$ cat src/rtl/drac_pkg.sv
// Shared types for the ID stage: fetch bundle, decoded entry, exceptions.
// Decoder build option: DECODER_M_EXT_EN enables the RV64M encodings.
package drac_pkg;

  localparam int XLEN          = 64;
  localparam int ADDR_SIZE     = 40;
  localparam int REGFILE_WIDTH = 5;
  localparam int INST_SIZE     = 32;

  localparam logic [6:0] OP_LUI     = 7'b0110111;
  localparam logic [6:0] OP_AUIPC   = 7'b0010111;
  localparam logic [6:0] OP_JAL     = 7'b1101111;
  localparam logic [6:0] OP_JALR    = 7'b1100111;
  localparam logic [6:0] OP_BRANCH  = 7'b1100011;
  localparam logic [6:0] OP_LOAD    = 7'b0000011;
  localparam logic [6:0] OP_STORE   = 7'b0100011;
  localparam logic [6:0] OP_ALU_I   = 7'b0010011;
  localparam logic [6:0] OP_ALU     = 7'b0110011;
  localparam logic [6:0] OP_ALU_I_W = 7'b0011011;
  localparam logic [6:0] OP_ALU_W   = 7'b0111011;
  localparam logic [6:0] OP_FENCE   = 7'b0001111;
  localparam logic [6:0] OP_SYSTEM  = 7'b1110011;

  localparam logic [6:0] F7_NORMAL = 7'b0000000;
  localparam logic [6:0] F7_SUB    = 7'b0100000;
  localparam logic [6:0] F7_MUL    = 7'b0000001;

  typedef enum logic [3:0] {
    NONE          = 4'd0,
    ILLEGAL_INSTR = 4'd2,
    BREAKPOINT    = 4'd3,
    USER_ECALL    = 4'd8
  } exception_cause_t;

  typedef enum logic {
    PRED_NOT_TAKEN = 1'b0,
    PRED_TAKEN     = 1'b1
  } branch_pred_decision_t;

  typedef enum logic [2:0] {
    UNIT_ALU    = 3'd0,
    UNIT_DIV    = 3'd1,
    UNIT_MUL    = 3'd2,
    UNIT_BRANCH = 3'd3,
    UNIT_MEM    = 3'd4,
    UNIT_SYSTEM = 3'd5
  } functional_unit_t;

  typedef enum logic [6:0] {
    ADD, SUB, SLL, SLT, SLTU, XOR, SRL, SRA, OR, AND,
    ADDW, SUBW, SLLW, SRLW, SRAW,
    LUI, AUIPC, JAL, JALR,
    BEQ, BNE, BLT, BGE, BLTU, BGEU,
    LB, LH, LW, LD, LBU, LHU, LWU,
    SB, SH, SW, SD,
    FENCE, FENCE_I, ECALL, EBREAK, MRET, SRET, WFI,
    CSRRW, CSRRS, CSRRC, CSRRWI, CSRRSI, CSRRCI,
    MUL, MULH, MULHSU, MULHU, DIV, DIVU, REM, REMU,
    MULW, DIVW, DIVUW, REMW, REMUW
  } instr_type_t;

  typedef enum logic [2:0] {
    IMM_NONE, IMM_I, IMM_S, IMM_B, IMM_U, IMM_J, IMM_SHAMT, IMM_SHAMTW
  } imm_fmt_t;

  typedef struct packed {
    exception_cause_t cause;
    logic [XLEN-1:0]  origin;
    logic             valid;
  } exception_t;

  typedef struct packed {
    branch_pred_decision_t decision;
    logic [ADDR_SIZE-1:0]  pred_addr;
  } bpred_t;

  typedef struct packed {
    logic [ADDR_SIZE-1:0] pc_inst;
    logic [INST_SIZE-1:0] inst;
    logic                 valid;
    exception_t           ex;
    bpred_t               bpred;
  } if_id_stage_t;

  typedef struct packed {
    logic                     valid;
    logic [ADDR_SIZE-1:0]     pc;
    bpred_t                   bpred;
    exception_t               ex;
    logic [REGFILE_WIDTH-1:0] rs1;
    logic [REGFILE_WIDTH-1:0] rs2;
    logic [REGFILE_WIDTH-1:0] rd;
    logic                     regfile_we;
    logic                     use_imm;
    logic                     use_pc;
    logic [XLEN-1:0]          imm;
    functional_unit_t         unit;
    instr_type_t              instr_type;
    logic [1:0]               mem_size;
    logic                     signed_op;
    logic                     op_32;
  } instr_entry_t;

  // Shared funct3 map of OP and OP-IMM; alt selects SUB/SRA.
  function automatic instr_type_t alu_type(logic [2:0] f3, logic alt);
    instr_type_t t;
    case (f3)
      3'b000:  t = alt ? SUB : ADD;
      3'b001:  t = SLL;
      3'b010:  t = SLT;
      3'b011:  t = SLTU;
      3'b100:  t = XOR;
      3'b101:  t = alt ? SRA : SRL;
      3'b110:  t = OR;
      default: t = AND;
    endcase
    return t;
  endfunction

endpackage

$ cat src/rtl/id_decoder_immediate_gen.sv
// Immediate extraction for every RV64I format, sign-extended to 64 bits.
// Shift formats return the zero-extended shift amount.
module immediate_gen
  import drac_pkg::*;
(
  input  logic [31:0]     inst,
  input  imm_fmt_t        fmt,
  output logic [XLEN-1:0] imm
);

  always_comb begin
    imm = '0;
    unique case (fmt)
      IMM_I:
        imm = {{52{inst[31]}}, inst[31:20]};
      IMM_S:
        imm = {{52{inst[31]}}, inst[31:25], inst[11:7]};
      IMM_B:
        imm = {{51{inst[31]}}, inst[31], inst[7],
               inst[30:25], inst[11:8], 1'b0};
      IMM_U:
        imm = {{32{inst[31]}}, inst[31:12], 12'b0};
      IMM_J:
        imm = {{43{inst[31]}}, inst[31], inst[19:12],
               inst[20], inst[30:21], 1'b0};
      IMM_SHAMT:
        imm = {58'b0, inst[25:20]};
      IMM_SHAMTW:
        imm = {59'b0, inst[24:20]};
      default:
        imm = '0;
    endcase
  end

endmodule

$ cat src/rtl/id_decoder.sv
// RV64I decode stage: combinational decode into a registered instr_entry_t.
// Define DECODER_M_EXT_EN to decode the RV64M multiply/divide encodings.
module id_decoder
  import drac_pkg::*;
(
  input  logic         clk_i,
  input  logic         rstn_i,
  input  if_id_stage_t decode_i,
  output instr_entry_t decode_instr_o
);

  logic [31:0]     inst;
  logic [6:0]      opcode;
  logic [2:0]      f3;
  logic [6:0]      f7;
  imm_fmt_t        fmt;
  logic [XLEN-1:0] imm;
  logic            illegal;
  logic            writes;
  logic            is_ecall;
  logic            is_ebreak;
  instr_entry_t    dec;
  instr_entry_t    nxt;

  assign inst   = decode_i.inst;
  assign opcode = inst[6:0];
  assign f3     = inst[14:12];
  assign f7     = inst[31:25];

  immediate_gen u_imm (
    .inst (inst),
    .fmt  (fmt),
    .imm  (imm)
  );

  always_comb begin
    dec       = '0;
    fmt       = IMM_NONE;
    illegal   = 1'b0;
    writes    = 1'b0;
    is_ecall  = 1'b0;
    is_ebreak = 1'b0;
    dec.valid = decode_i.valid;
    dec.pc    = decode_i.pc_inst;
    dec.bpred = decode_i.bpred;
    dec.rs1   = inst[19:15];
    dec.rs2   = inst[24:20];
    dec.rd    = inst[11:7];
    unique case (1'b1)
      opcode == OP_LUI: begin
        writes = 1'b1;
        fmt = IMM_U;
        dec.use_imm = 1'b1;
        dec.instr_type = LUI;
      end
      opcode == OP_AUIPC: begin
        writes = 1'b1;
        fmt = IMM_U;
        dec.use_imm = 1'b1;
        dec.use_pc = 1'b1;
        dec.instr_type = AUIPC;
      end
      opcode == OP_JAL: begin
        writes = 1'b1;
        fmt = IMM_J;
        dec.use_imm = 1'b1;
        dec.use_pc = 1'b1;
        dec.unit = UNIT_BRANCH;
        dec.instr_type = JAL;
      end
      opcode == OP_JALR: begin
        writes = 1'b1;
        fmt = IMM_I;
        dec.use_imm = 1'b1;
        dec.unit = UNIT_BRANCH;
        dec.instr_type = JALR;
        illegal = f3 != 3'b000;
      end
      opcode == OP_BRANCH: begin
        fmt = IMM_B;
        dec.use_pc = 1'b1;
        dec.unit = UNIT_BRANCH;
        case (f3)
          3'b000:  dec.instr_type = BEQ;
          3'b001:  dec.instr_type = BNE;
          3'b100:  dec.instr_type = BLT;
          3'b101:  dec.instr_type = BGE;
          3'b110:  dec.instr_type = BLTU;
          3'b111:  dec.instr_type = BGEU;
          default: illegal = 1'b1;
        endcase
      end
      opcode == OP_LOAD: begin
        writes = 1'b1;
        fmt = IMM_I;
        dec.use_imm = 1'b1;
        dec.unit = UNIT_MEM;
        dec.mem_size = f3[1:0];
        dec.signed_op = ~f3[2];
        case (f3)
          3'b000:  dec.instr_type = LB;
          3'b001:  dec.instr_type = LH;
          3'b010:  dec.instr_type = LW;
          3'b011:  dec.instr_type = LD;
          3'b100:  dec.instr_type = LBU;
          3'b101:  dec.instr_type = LHU;
          3'b110:  dec.instr_type = LWU;
          default: illegal = 1'b1;
        endcase
      end
      opcode == OP_STORE: begin
        fmt = IMM_S;
        dec.use_imm = 1'b1;
        dec.unit = UNIT_MEM;
        dec.mem_size = f3[1:0];
        dec.signed_op = ~f3[2];
        case (f3)
          3'b000:  dec.instr_type = SB;
          3'b001:  dec.instr_type = SH;
          3'b010:  dec.instr_type = SW;
          3'b011:  dec.instr_type = SD;
          default: illegal = 1'b1;
        endcase
      end
      opcode == OP_ALU_I: begin
        writes = 1'b1;
        fmt = IMM_I;
        dec.use_imm = 1'b1;
        dec.instr_type = alu_type(f3, f3 == 3'b101 && inst[30]);
        case (f3)
          3'b001: begin
            fmt = IMM_SHAMT;
            illegal = inst[31:26] != 6'b000000;
          end
          3'b101: begin
            fmt = IMM_SHAMT;
            illegal = inst[31:26] != 6'b000000 &&
                      inst[31:26] != 6'b010000;
          end
          default: ;
        endcase
      end
      opcode == OP_ALU: begin
        writes = 1'b1;
        case (f7)
          F7_NORMAL:
            dec.instr_type = alu_type(f3, 1'b0);
          F7_SUB: begin
            dec.instr_type = alu_type(f3, 1'b1);
            illegal = f3 != 3'b000 && f3 != 3'b101;
          end
          F7_MUL: begin
`ifdef DECODER_M_EXT_EN
            dec.unit = f3[2] ? UNIT_DIV : UNIT_MUL;
            case (f3)
              3'b000:  dec.instr_type = MUL;
              3'b001:  dec.instr_type = MULH;
              3'b010:  dec.instr_type = MULHSU;
              3'b011:  dec.instr_type = MULHU;
              3'b100:  dec.instr_type = DIV;
              3'b101:  dec.instr_type = DIVU;
              3'b110:  dec.instr_type = REM;
              default: dec.instr_type = REMU;
            endcase
`else
            illegal = 1'b1;
`endif
          end
          default: illegal = 1'b1;
        endcase
      end
      opcode == OP_ALU_I_W: begin
        writes = 1'b1;
        fmt = IMM_I;
        dec.use_imm = 1'b1;
        dec.op_32 = 1'b1;
        case (f3)
          3'b000: dec.instr_type = ADDW;
          3'b001: begin
            fmt = IMM_SHAMTW;
            dec.instr_type = SLLW;
            illegal = f7 != F7_NORMAL;
          end
          3'b101: begin
            fmt = IMM_SHAMTW;
            dec.instr_type = inst[30] ? SRAW : SRLW;
            illegal = f7 != F7_NORMAL && f7 != F7_SUB;
          end
          default: illegal = 1'b1;
        endcase
      end
      opcode == OP_ALU_W: begin
        writes = 1'b1;
        dec.op_32 = 1'b1;
        case ({f7, f3})
          {F7_NORMAL, 3'b000}: dec.instr_type = ADDW;
          {F7_NORMAL, 3'b001}: dec.instr_type = SLLW;
          {F7_NORMAL, 3'b101}: dec.instr_type = SRLW;
          {F7_SUB, 3'b000}:    dec.instr_type = SUBW;
          {F7_SUB, 3'b101}:    dec.instr_type = SRAW;
`ifdef DECODER_M_EXT_EN
          {F7_MUL, 3'b000}: begin
            dec.unit = UNIT_MUL;
            dec.instr_type = MULW;
          end
          {F7_MUL, 3'b100}: begin
            dec.unit = UNIT_DIV;
            dec.instr_type = DIVW;
          end
          {F7_MUL, 3'b101}: begin
            dec.unit = UNIT_DIV;
            dec.instr_type = DIVUW;
          end
          {F7_MUL, 3'b110}: begin
            dec.unit = UNIT_DIV;
            dec.instr_type = REMW;
          end
          {F7_MUL, 3'b111}: begin
            dec.unit = UNIT_DIV;
            dec.instr_type = REMUW;
          end
`endif
          default: illegal = 1'b1;
        endcase
      end
      opcode == OP_FENCE: begin
        dec.unit = UNIT_SYSTEM;
        case (f3)
          3'b000:  dec.instr_type = FENCE;
          3'b001:  dec.instr_type = FENCE_I;
          default: illegal = 1'b1;
        endcase
      end
      opcode == OP_SYSTEM: begin
        dec.unit = UNIT_SYSTEM;
        if (f3 == 3'b000) begin
          case (inst[31:7])
            25'h0000000: begin
              dec.instr_type = ECALL;
              is_ecall = 1'b1;
            end
            25'h0002000: begin
              dec.instr_type = EBREAK;
              is_ebreak = 1'b1;
            end
            25'h0604000: dec.instr_type = MRET;
            25'h0204000: dec.instr_type = SRET;
            25'h020A000: dec.instr_type = WFI;
            default:     illegal = 1'b1;
          endcase
        end else begin
          writes = 1'b1;
          fmt = IMM_I;
          dec.use_imm = 1'b1;
          case (f3)
            3'b001:  dec.instr_type = CSRRW;
            3'b010:  dec.instr_type = CSRRS;
            3'b011:  dec.instr_type = CSRRC;
            3'b101:  dec.instr_type = CSRRWI;
            3'b110:  dec.instr_type = CSRRSI;
            3'b111:  dec.instr_type = CSRRCI;
            default: illegal = 1'b1;
          endcase
        end
      end
      default: illegal = 1'b1;
    endcase
    dec.regfile_we = writes && !illegal && (dec.rd != '0);
  end

  // Fetch faults outrank decode faults, which outrank ecall/ebreak.
  always_comb begin
    nxt = dec;
    nxt.imm = imm;
    nxt.ex = '0;
    if (decode_i.ex.valid) begin
      nxt.ex = decode_i.ex;
    end else if (illegal) begin
      nxt.ex.valid = 1'b1;
      nxt.ex.cause = ILLEGAL_INSTR;
      nxt.ex.origin = {32'b0, inst};
    end else if (is_ecall) begin
      nxt.ex.valid = 1'b1;
      nxt.ex.cause = USER_ECALL;
      nxt.ex.origin = {24'b0, decode_i.pc_inst};
    end else if (is_ebreak) begin
      nxt.ex.valid = 1'b1;
      nxt.ex.cause = BREAKPOINT;
      nxt.ex.origin = {24'b0, decode_i.pc_inst};
    end
    if (!decode_i.valid) nxt.ex.valid = 1'b0;
  end

  always_ff @(posedge clk_i or negedge rstn_i) begin
    if (!rstn_i) decode_instr_o <= '0;
    else         decode_instr_o <= nxt;
  end

endmodule

$ cat config.mk
export PLATFORM = sky130hd
export DESIGN_NAME = id_decoder
export DESIGN_NICKNAME = d
export VERILOG_FILES = /design/src/rtl/drac_pkg.sv /design/src/rtl/id_decoder_immediate_gen.sv /design/src/rtl/id_decoder.sv
export SDC_FILE = /design/constraint.sdc
export NUM_CORES = 1
export LEC_CHECK = 0
export ABC_AREA = 1
export CELL_PAD_IN_SITES_DETAIL_PLACEMENT = 1
export CELL_PAD_IN_SITES_GLOBAL_PLACEMENT = 1
export CORE_UTILIZATION = 27
export CTS_BUF_LIST = sky130_fd_sc_hd__clkbuf_8
export CTS_CLUSTER_SIZE = 8
export DETAILED_ROUTE_END_ITERATION = 8
export GPL_TIMING_DRIVEN = 0
export PLACE_DENSITY_LB_ADDON = 0.08
export SYNTH_ARGS = -nofsm -noshare
export SYNTH_HDL_FRONTEND = slang
export SYNTH_SLANG_ARGS = --single-unit
export TNS_END_PERCENT = 1
$ cat constraint.sdc
create_clock -name clk_i -period 1.2 [get_ports clk_i]
set_input_delay 0.12 -clock clk_i [delete_from_list [all_inputs] [get_ports clk_i]]
set_output_delay 0.12 -clock clk_i [all_outputs]
set_load 0.01 [all_outputs]
==> metrics, run 1 <==
CP Class=in2reg; Reg clk slew, reported paths=60 ps; first-pass GRT wire length=58.5 mm; sequential fraction of the synthesis area=61.9%; Worst path max stage delay=200 ps; Site Rows=65; CTS sink count=214; Synth Instances=928; outcome=finished, violations left; Initial Util=27.4%; clock buffer depth=3; CTS buffer count=40; Critical Path End Type=flop; share of layout cells above drive strength 1=36.0%; Largest register FFs=214; setup TNS=-34340 ps; Post-Syn Nets=1118; Peak Freq=0.589 GHz; slowest CP cell=clkbuf_16; Final Hold Fails=107; Top cell by count, worst path=nand2_1; number of antenna violations at the first check in global routing=3; Sw Share=27.6%; CTS tree=built; total of max-cap violations=0; VDD IR-drop max=0.758 mV; Synth cell types=34; Top reg by flops=decode_instr_o; Synth Warn #=0; Core ar.=31600 um2; data required time of the worst path=1660 ps; placed insts=1759; crit start category=input pin; Internal Power=12.5 mW; Comb pwr share=17.3%; synthesized area per cell=9.32 um2; Pwr Density=1160 nW/um2; Non-Filler Instances=1918; synthesized cell area=8650 um2; Critical path buffers and inverters=7; largest net degree at the start of global routing=109; clock share of power=38.1%; vias in the first global route=9123; period utilisation layout=142%; Total GRT Usage=23.8%; Synth-to-Final Area Change=71.7%; Tightest Pin Transition=878 ps; DRT iter0 DRCs=337; Routed WL per cell=20.7 um; GP Congestion=0.873; biggest regs=decode_instr_o: 214 flops; die area=32800 um2; drt drc=0; I/O Pins=432; Final Setup Violations=114; Final nets=1678; final wirelength=39.7 mm; Root Driver=clkbuf_8; Die Height=181 um; WHS=-379 ps; failing checks=hold timing, setup timing; Pre-antenna DRT Iters=4; Detail Route Antenna Nets=0; input/output buffers=428; CP top delay family=simple AND/OR/NAND/NOR gates; die span in x=181 um; min Tclk post-route=1700 ps; worst-path maximum fanout=8; Crit path depth=20; #FFs+latches synth=214; Post-DP HPWL=29.5 mm; Final Worst Setup Slack=-499 ps; Placement Setup Slack=-1870 ps; total net switching power=4.77 mW; P_leak=7.71 nW; RSZ-0062 raised after global routing=true; CP arrival=2160 ps; worst hold-check path type=in2async; global route overflow=0; Flop pwr share=44.6%; Slew Limit Fails=0; Slew HR=41.5%; Via Count=8621; Critical Path, Cell by Cell=buf_12, clkinvlp_4, buf_6, ha_4, inv_8, nor2_4, clkinv_4, nand2_4, nor2_1, nand2_1, nand2_1, nor2_1, nand2_1, nor2_4, buf_12, nand2_8, clkbuf_16, nand2_2, nand3_2, nand2_2; H-tree depth=2; Vias per Instance=4.49
-- cells in the mapped netlist --
master	count	area, um2
nand2_2	4	25.0
buf_4	37	278
nor2_2	4	25.0
nand2_1	277	1040
inv_1	76	285
buf_6	4	45.0
a31oi_1	1	6.26
o211ai_1	6	45.0
ha_1	5	62.6
dfrtp_1	214	5360
o22ai_1	1	6.26
buf_1	1	3.75
clkinv_1	3	11.3
o221ai_1	2	17.5
buf_2	7	35.0
nand3_2	3	30.0
nand3b_1	1	7.51
nand3_1	105	526
a21oi_1	10	50.1
nand2_4	1	11.3
conb_1	1	3.75
o31ai_1	7	52.6
o21ai_1	1	5.00
a211oi_1	1	7.51
nand4_1	11	68.8
nor4_1	1	6.26
inv_2	16	60.1
nor3_1	8	40.0
nor2_1	64	240
clkbuf_1	12	45.0
nor2_4	3	33.8
o2111ai_1	2	17.5
nor3_2	2	20.0
o21ai_0	37	185
-- power groups by stage --
stage / registers, mW / clock network (mW) / logic [mW]
after floorplan: 8.04 / 0 / 0.648
after global placement: 7.83 / 0 / 2.86
after detailed placement: 7.83 / 0 / 2.89
after CTS: 7.69 / 6.85 / 2.81
after global routing: 7.73 / 7.13 / 3.22
final: 7.70 / 6.58 / 2.98
-- placed cells by master, fill, tap and decap left out, types with 43 or more instances in the layout --
master,Yosys,layout
clkdlybuf4s50_1,0,153
inv_1,76,72
buf_6,4,75
dlygate4sd3_1,0,43
clkbuf_8,0,46
nand2_1,277,234
nor2_1,64,44
nand3_1,105,86
dfrtp_1,214,213
buf_4,37,55
clkbuf_2,0,48
buf_2,7,153
-- timing repair --
| action | CTS | global route |
|---|---|---|
| pin swaps | 18 | 40 |
| hold buffers | 37 | 6 |
| cloned | 0 | 4 |
| buffers inserted | 25 | 17 |
| endpoints found under the hold margin | 145 | 115 |
| setup endpoints to repair | 337 | 263 |
| resized for setup | 960 | 225 |
-- area by class of cell --
type                            instances  area [um2]
Clock buffer                           46         633
Sequential cell                       214        5360
Multi-Input combinational cell        558        3040
Fill cell                            3665       16700
Buffer                                 61         539
Inverter                               95         390
Tap cell                              402         503
Antenna cell                            3        7.51
Timing Repair Buffer                  518        4280
Clock inverter                         21        97.6
-- path summary, 6_finish.rpt --
| kind | start | to |
|---|---|---|
| setup / recovery | decode_i[123] | decode_instr_o[119] |
| hold / removal | rstn_i | decode_instr_o[176] |
| max in group asynchronous | rstn_i | decode_instr_o[117] |
| min in group clk_i | decode_i[140] | decode_instr_o[43] |
-- routing by layer --
layer  track usage [%]  vias up  routed length [um]
met4              7.73        0                1130
met3              6.25       66                2620
li1                  -     4059                   -
met1              28.3     4193               15700
met2              41.7      303               20300
met5                 0        -                   0
-- cell families (layout without fill, tap and decap cells) --
logic type,count (synthesis),in the layout,share of synthesized area [%]
AOI/OAI and AO/OA,68,68,4.54
adders and majority gates,5,5,0.723
buffers and inverters,156,741,8.82
DFF,214,214,61.9
other,1,4,0.0433
and+or+nand+nor,484,484,24.0
-- per-stage QoR --
step	hold WS, ps	power, mW	area [um2]	util, %
2_1_floorplan	-176	8.69	8680	-
3_3_place_gp	365	10.7	13500	42.7
3_5_place_dp	253	10.7	13500	42.8
4_1_cts	-336	17.4	14300	45.2
5_1_grt	-318	18.1	14800	47.1
6_report	-379	17.3	14900	47.1
(Power assumes the default switching activity.)
==> run 2: changes to the inputs <==
--- a/config.mk
+++ b/config.mk
@@ -13,7 +13,9 @@
 export CTS_CLUSTER_SIZE = 8
 export DETAILED_ROUTE_END_ITERATION = 8
 export GPL_TIMING_DRIVEN = 0
+export HOLD_SLACK_MARGIN = 0.08
 export PLACE_DENSITY_LB_ADDON = 0.08
+export SLEW_MARGIN = 20
 export SYNTH_ARGS = -nofsm -noshare
 export SYNTH_HDL_FRONTEND = slang
 export SYNTH_SLANG_ARGS = --single-unit
==> metrics, run 2 (synthesis gave the netlist of run 1 again) <==
total of max-cap violations=0; Routed WL per cell=20.6 um; clock buffer depth=3; I/O Pins=432; die span in x=181 um; CTS sink count=214; Detail Route Antenna Nets=0; failing checks=hold timing, setup timing; Final Hold Fails=40; worst hold-check path type=in2async; Pre-antenna DRT Iters=4; number of antenna violations at the first check in global routing=6; Placement Setup Slack=-1880 ps; RSZ-0062 raised after global routing=true; Site Rows=65; Reg clk slew, reported paths=50 ps; Slew HR=55.7%; Final Setup Violations=114; CP top delay family=buffers and inverters; Critical Path, Cell by Cell=buf_6, buf_12, buf_6, buf_6; Final nets=1778; overall power=17.8 mW; Initial Util=27.4%; H-tree depth=2; die area=32800 um2; drt drc=0; GP Congestion=0.873; Top cell by count, worst path=buf_6; worst-path maximum fanout=17; dpl cell area=13500 um2; placed insts=1760; Slew Limit Fails=0; final instance area=16000 um2; VDD IR-drop max=0.722 mV; commonest non-fill, non-tap cell in the layout=nand2_1; Critical Path End Type=output port; Peak Freq=0.605 GHz; Vias per Instance=4.48; Top reg by flops=decode_instr_o; slowest CP cell=dfrtp_4; Worst path max stage delay=490 ps; Pwr Density=1120 nW/um2; min Tclk post-route=1650 ps; first-pass GRT wire length=62.4 mm; biggest regs=decode_instr_o: 214 flops; crit start category=flop; Via Count=9030; Tightest Pin Transition=665 ps; Core ar.=31600 um2; Total GRT Usage=25.3%; global route overflow=0; Critical path buffers and inverters=4; Root Driver=clkbuf_8; share of layout cells above drive strength 1=34.1%; CP Class=reg2out; largest net degree at the start of global routing=96; Largest register FFs=214; Final Worst Setup Slack=-453 ps; Non-Filler Instances=2017; Post-DP HPWL=29.7 mm; CTS buffer count=41; period utilisation layout=138%; CP arrival=1530 ps; input/output buffers=428; P_leak=8.23 nW; data required time of the worst path=1080 ps; Die Height=181 um; DRT iter0 DRCs=354; outcome=finished, violations left; final wirelength=41.6 mm; vias in the first global route=9846; most frequent cells in the layout=247 x nand2_1, 213 x dfrtp_1, 150 x clkdlybuf4s50_1; WHS=-333 ps; CTS tree=built; Synth-to-Final Area Change=84.4%
==> run 2: area by class of cell <==
cell class	count	area (um2)
fillers	3622	15600
repair buffers	617	5400
flip-flops and latches	214	5360
multi-input cells	558	2930
clock buffers	50	688
plain buffers	61	602
well taps	402	503
inverters	95	380
clock inverters	16	78.8
diodes	4	10.0
==> run 2: where the power goes <==
part / leakage [nW] / internal, mW / switching, mW / total [mW]
sequential: 2.65 / 7.60 / 0.110 / 7.71
clock: 0.440 / 3.74 / 3.15 / 6.89
combinational: 5.14 / 1.63 / 1.61 / 3.25
==> run 2: metal layers <==
layer,up-vias,share of wire (%),global-route usage [%]
met1,4417,39,29.0
met3,70,6.4,6.99
met5,-,0.099,0
met2,298,51,45.0
met4,6,2.8,9.05
li1,4239,-,-
==> run 2: tightest hold or removal path, stage by stage <==
cell and delay [ps]:
buf_8 70, buf_12 80, buf_12 80, buf_12 200
==> run 2: what timing repair did <==
item / CTS / global route
hold endpoints to repair: 233 / 76
gates cloned: 2 / 0
hold buffers: 115 / 9
gates resized for setup: 934 / 213
setup buffers: 55 / 6
pin swaps: 40 / 15
setup endpoints to repair: 343 / 268
==> run 2: final timing paths <==
check,cells past startpoint,to,startpoint
worst min-delay path,4,decode_instr_o[176],rstn_i
max in group asynchronous,6,decode_instr_o[117],rstn_i
min in group clk_i,3,decode_instr_o[41],decode_i[138]
worst max-delay path,4,decode_instr_o[69],decode_instr_o[76]
==> run 2: metrics by stage <==
stage	TNS, ps	util (%)
floorplan	-25340	-
global placement	-2188990	42.7
detailed placement	-165370	42.9
CTS	-50140	49.7
global route	-44740	50.6
finish	-32560	50.6
==> run 3: changes to the inputs <==
--- a/config.mk
+++ b/config.mk
@@ -14,7 +14,7 @@
 export DETAILED_ROUTE_END_ITERATION = 8
 export GPL_TIMING_DRIVEN = 0
 export HOLD_SLACK_MARGIN = 0.08
-export PLACE_DENSITY_LB_ADDON = 0.08
+export PLACE_DENSITY_LB_ADDON = 0.1
 export SLEW_MARGIN = 20
 export SYNTH_ARGS = -nofsm -noshare
 export SYNTH_HDL_FRONTEND = slang
==> metrics, run 3 (synthesis gave the netlist of run 1 again) <==
Peak Freq=0.617 GHz; period utilisation layout=135%; GP Congestion=0.897; RSZ-0062 raised after global routing=true; Initial Util=27.4%; H-tree depth=2; Crit path depth=15; drt drc=0; input/output buffers=428; Final Setup Violations=114; Post-DP HPWL=30.2 mm; Total GRT Usage=25.2%; Tightest Pin Transition=660 ps; min Tclk post-route=1620 ps; die area=32800 um2; Die Height=181 um; CTS buffer count=41; Critical Path, Cell by Cell=dlygate4sd2_1, nor2_1, nand2_4, nor2_4, inv_2, nand2_1, nor2_1, nand2_1, nand3_2, nor2_4, buf_6, clkbuf_16, nand3_1, nand3_1, nand2_1; Pwr Density=1130 nW/um2; worst-path maximum fanout=5; failing checks=setup timing; Top cell by count, worst path=nand2_1; CP arrival=2040 ps; Top reg by flops=decode_instr_o; Critical Path End Type=flop; number of antenna violations at the first check in global routing=5; Root Driver=clkbuf_8; P_leak=8.09 nW; fillers=3630; outcome=finished, violations left; clock buffer depth=3; Slew HR=56.0%; Pre-antenna DRT Iters=5; Vias per Instance=4.50; Largest register FFs=214; total net switching power=4.90 mW; Site Rows=65; CP top delay family=simple AND/OR/NAND/NOR gates; Internal Power=12.7 mW; Core ar.=31600 um2; Final Hold Fails=0; Slew Limit Fails=0; Flop pwr share=43.9%; Detail Route Antenna Nets=0; Reg clk slew, reported paths=60 ps; CTS tree=built; biggest regs=decode_instr_o: 214 flops; Final Worst Setup Slack=-420 ps; CTS sink count=214; clock share of power=37.8%; Comb pwr share=18.3%; data required time of the worst path=1620 ps; DRT iter0 DRCs=418; WHS=68.0 ps; global route overflow=0; first-pass GRT wire length=61.9 mm; total of max-cap violations=0; worst hold-check path type=in2async; die span in x=181 um; crit start category=input pin; Routed WL per cell=21.2 um; Critical path buffers and inverters=4; share of layout cells above drive strength 1=33.0%; largest net degree at the start of global routing=98; most frequent cells in the layout=250 x nand2_1, 213 x dfrtp_1, 153 x clkdlybuf4s50_1; CP Class=in2reg; Worst path max stage delay=280 ps; I/O Pins=432; slowest CP cell=dlygate4sd2_1; Via Count=8980; Final nets=1758; commonest non-fill, non-tap cell in the layout=nand2_1; Synth-to-Final Area Change=80.1%; VDD IR-drop max=0.717 mV; vias in the first global route=9503; Sw Share=27.9%; overall power=17.6 mW; final wirelength=42.2 mm
-- run 3: changes by cell type in the layout (fill, tap and decap cells not counted), moves of 4 or more --
cell,previous run,this run
o21ai_1,6,10
nand3_1,97,91
clkbuf_8,50,46
buf_12,11,4
clkbuf_2,49,55
dlygate4sd2_1,18,13
buf_2,137,144
inv_1,64,71
o21ai_0,31,26
nand3_2,9,15
buf_6,106,81
nand2_2,22,18
-- run 3: layer usage --
| metal | vias to the layer above | GRT usage, % | share of wire, % |
|---|---|---|---|
| li1 | 4201 | - | - |
| met1 | 4391 | 29.9 | 40 |
| met2 | 315 | 44.3 | 50 |
| met3 | 67 | 5.95 | 6.1 |
| met4 | 6 | 9.36 | 3.3 |
| met5 | - | 0 | 0.092 |
-- run 3: cell type report --
cell class | count | area (um2) | area share, %
buffer | 59 | 532 | 3.41
multi-input combinational | 558 | 2940 | 18.9
clock buffer | 46 | 633 | 4.06
clock inverter | 22 | 101 | 0.650
antenna | 1 | 2.50 | 0.0161
sequential | 214 | 5360 | 34.4
inverter | 95 | 388 | 2.49
timing repair buffer | 599 | 5120 | 32.9
tap | 402 | 503 | 3.23
-- run 3: what timing repair did --
item,in CTS,in global routing
endpoints found under the setup margin,342,266
pin swaps,16,52
hold buffers,112,11
resized for setup,936,233
buffers inserted,25,18
endpoints found under the hold margin,326,19
gates cloned,1,2
-- run 3: stage by stage --
step	util (%)	worst slack, ps	area [um2]	setup TNS [ps]	std cells
after global routing	49.4	-487	15600	-39100	1996
after CTS	47.9	-560	15100	-48970	1966
after global placement	42.7	-9410	13500	-2169690	1758
after detailed placement	42.9	-1770	13500	-162050	1760
final	49.4	-420	15600	-30510	1996
after floorplan	-	-497	8680	-25340	928
-- run 3: worst max path at each step --
stage,from,to,slack (ps)
floorplan,decode_i[123],decode_instr_o[96],-500
detailed placement,decode_i[123],decode_instr_o[122],-1770
CTS,decode_instr_o[76],decode_instr_o[74],-560
global placement,rstn_i,decode_instr_o[9],-9410
finish,decode_i[113],decode_instr_o[108],-420
global route,decode_i[123],decode_instr_o[106],-490
-- run 3: power by group through the flow --
stage          sequential (mW)  clock, mW  combinational (mW)
6_report                  7.71       6.64                3.21
3_5_place_dp              7.84          0                2.92
4_1_cts                   7.70       6.84                3.10
3_3_place_gp              7.84          0                2.87
2_1_floorplan             8.04          0               0.648
5_1_grt                   7.74       7.18                3.45
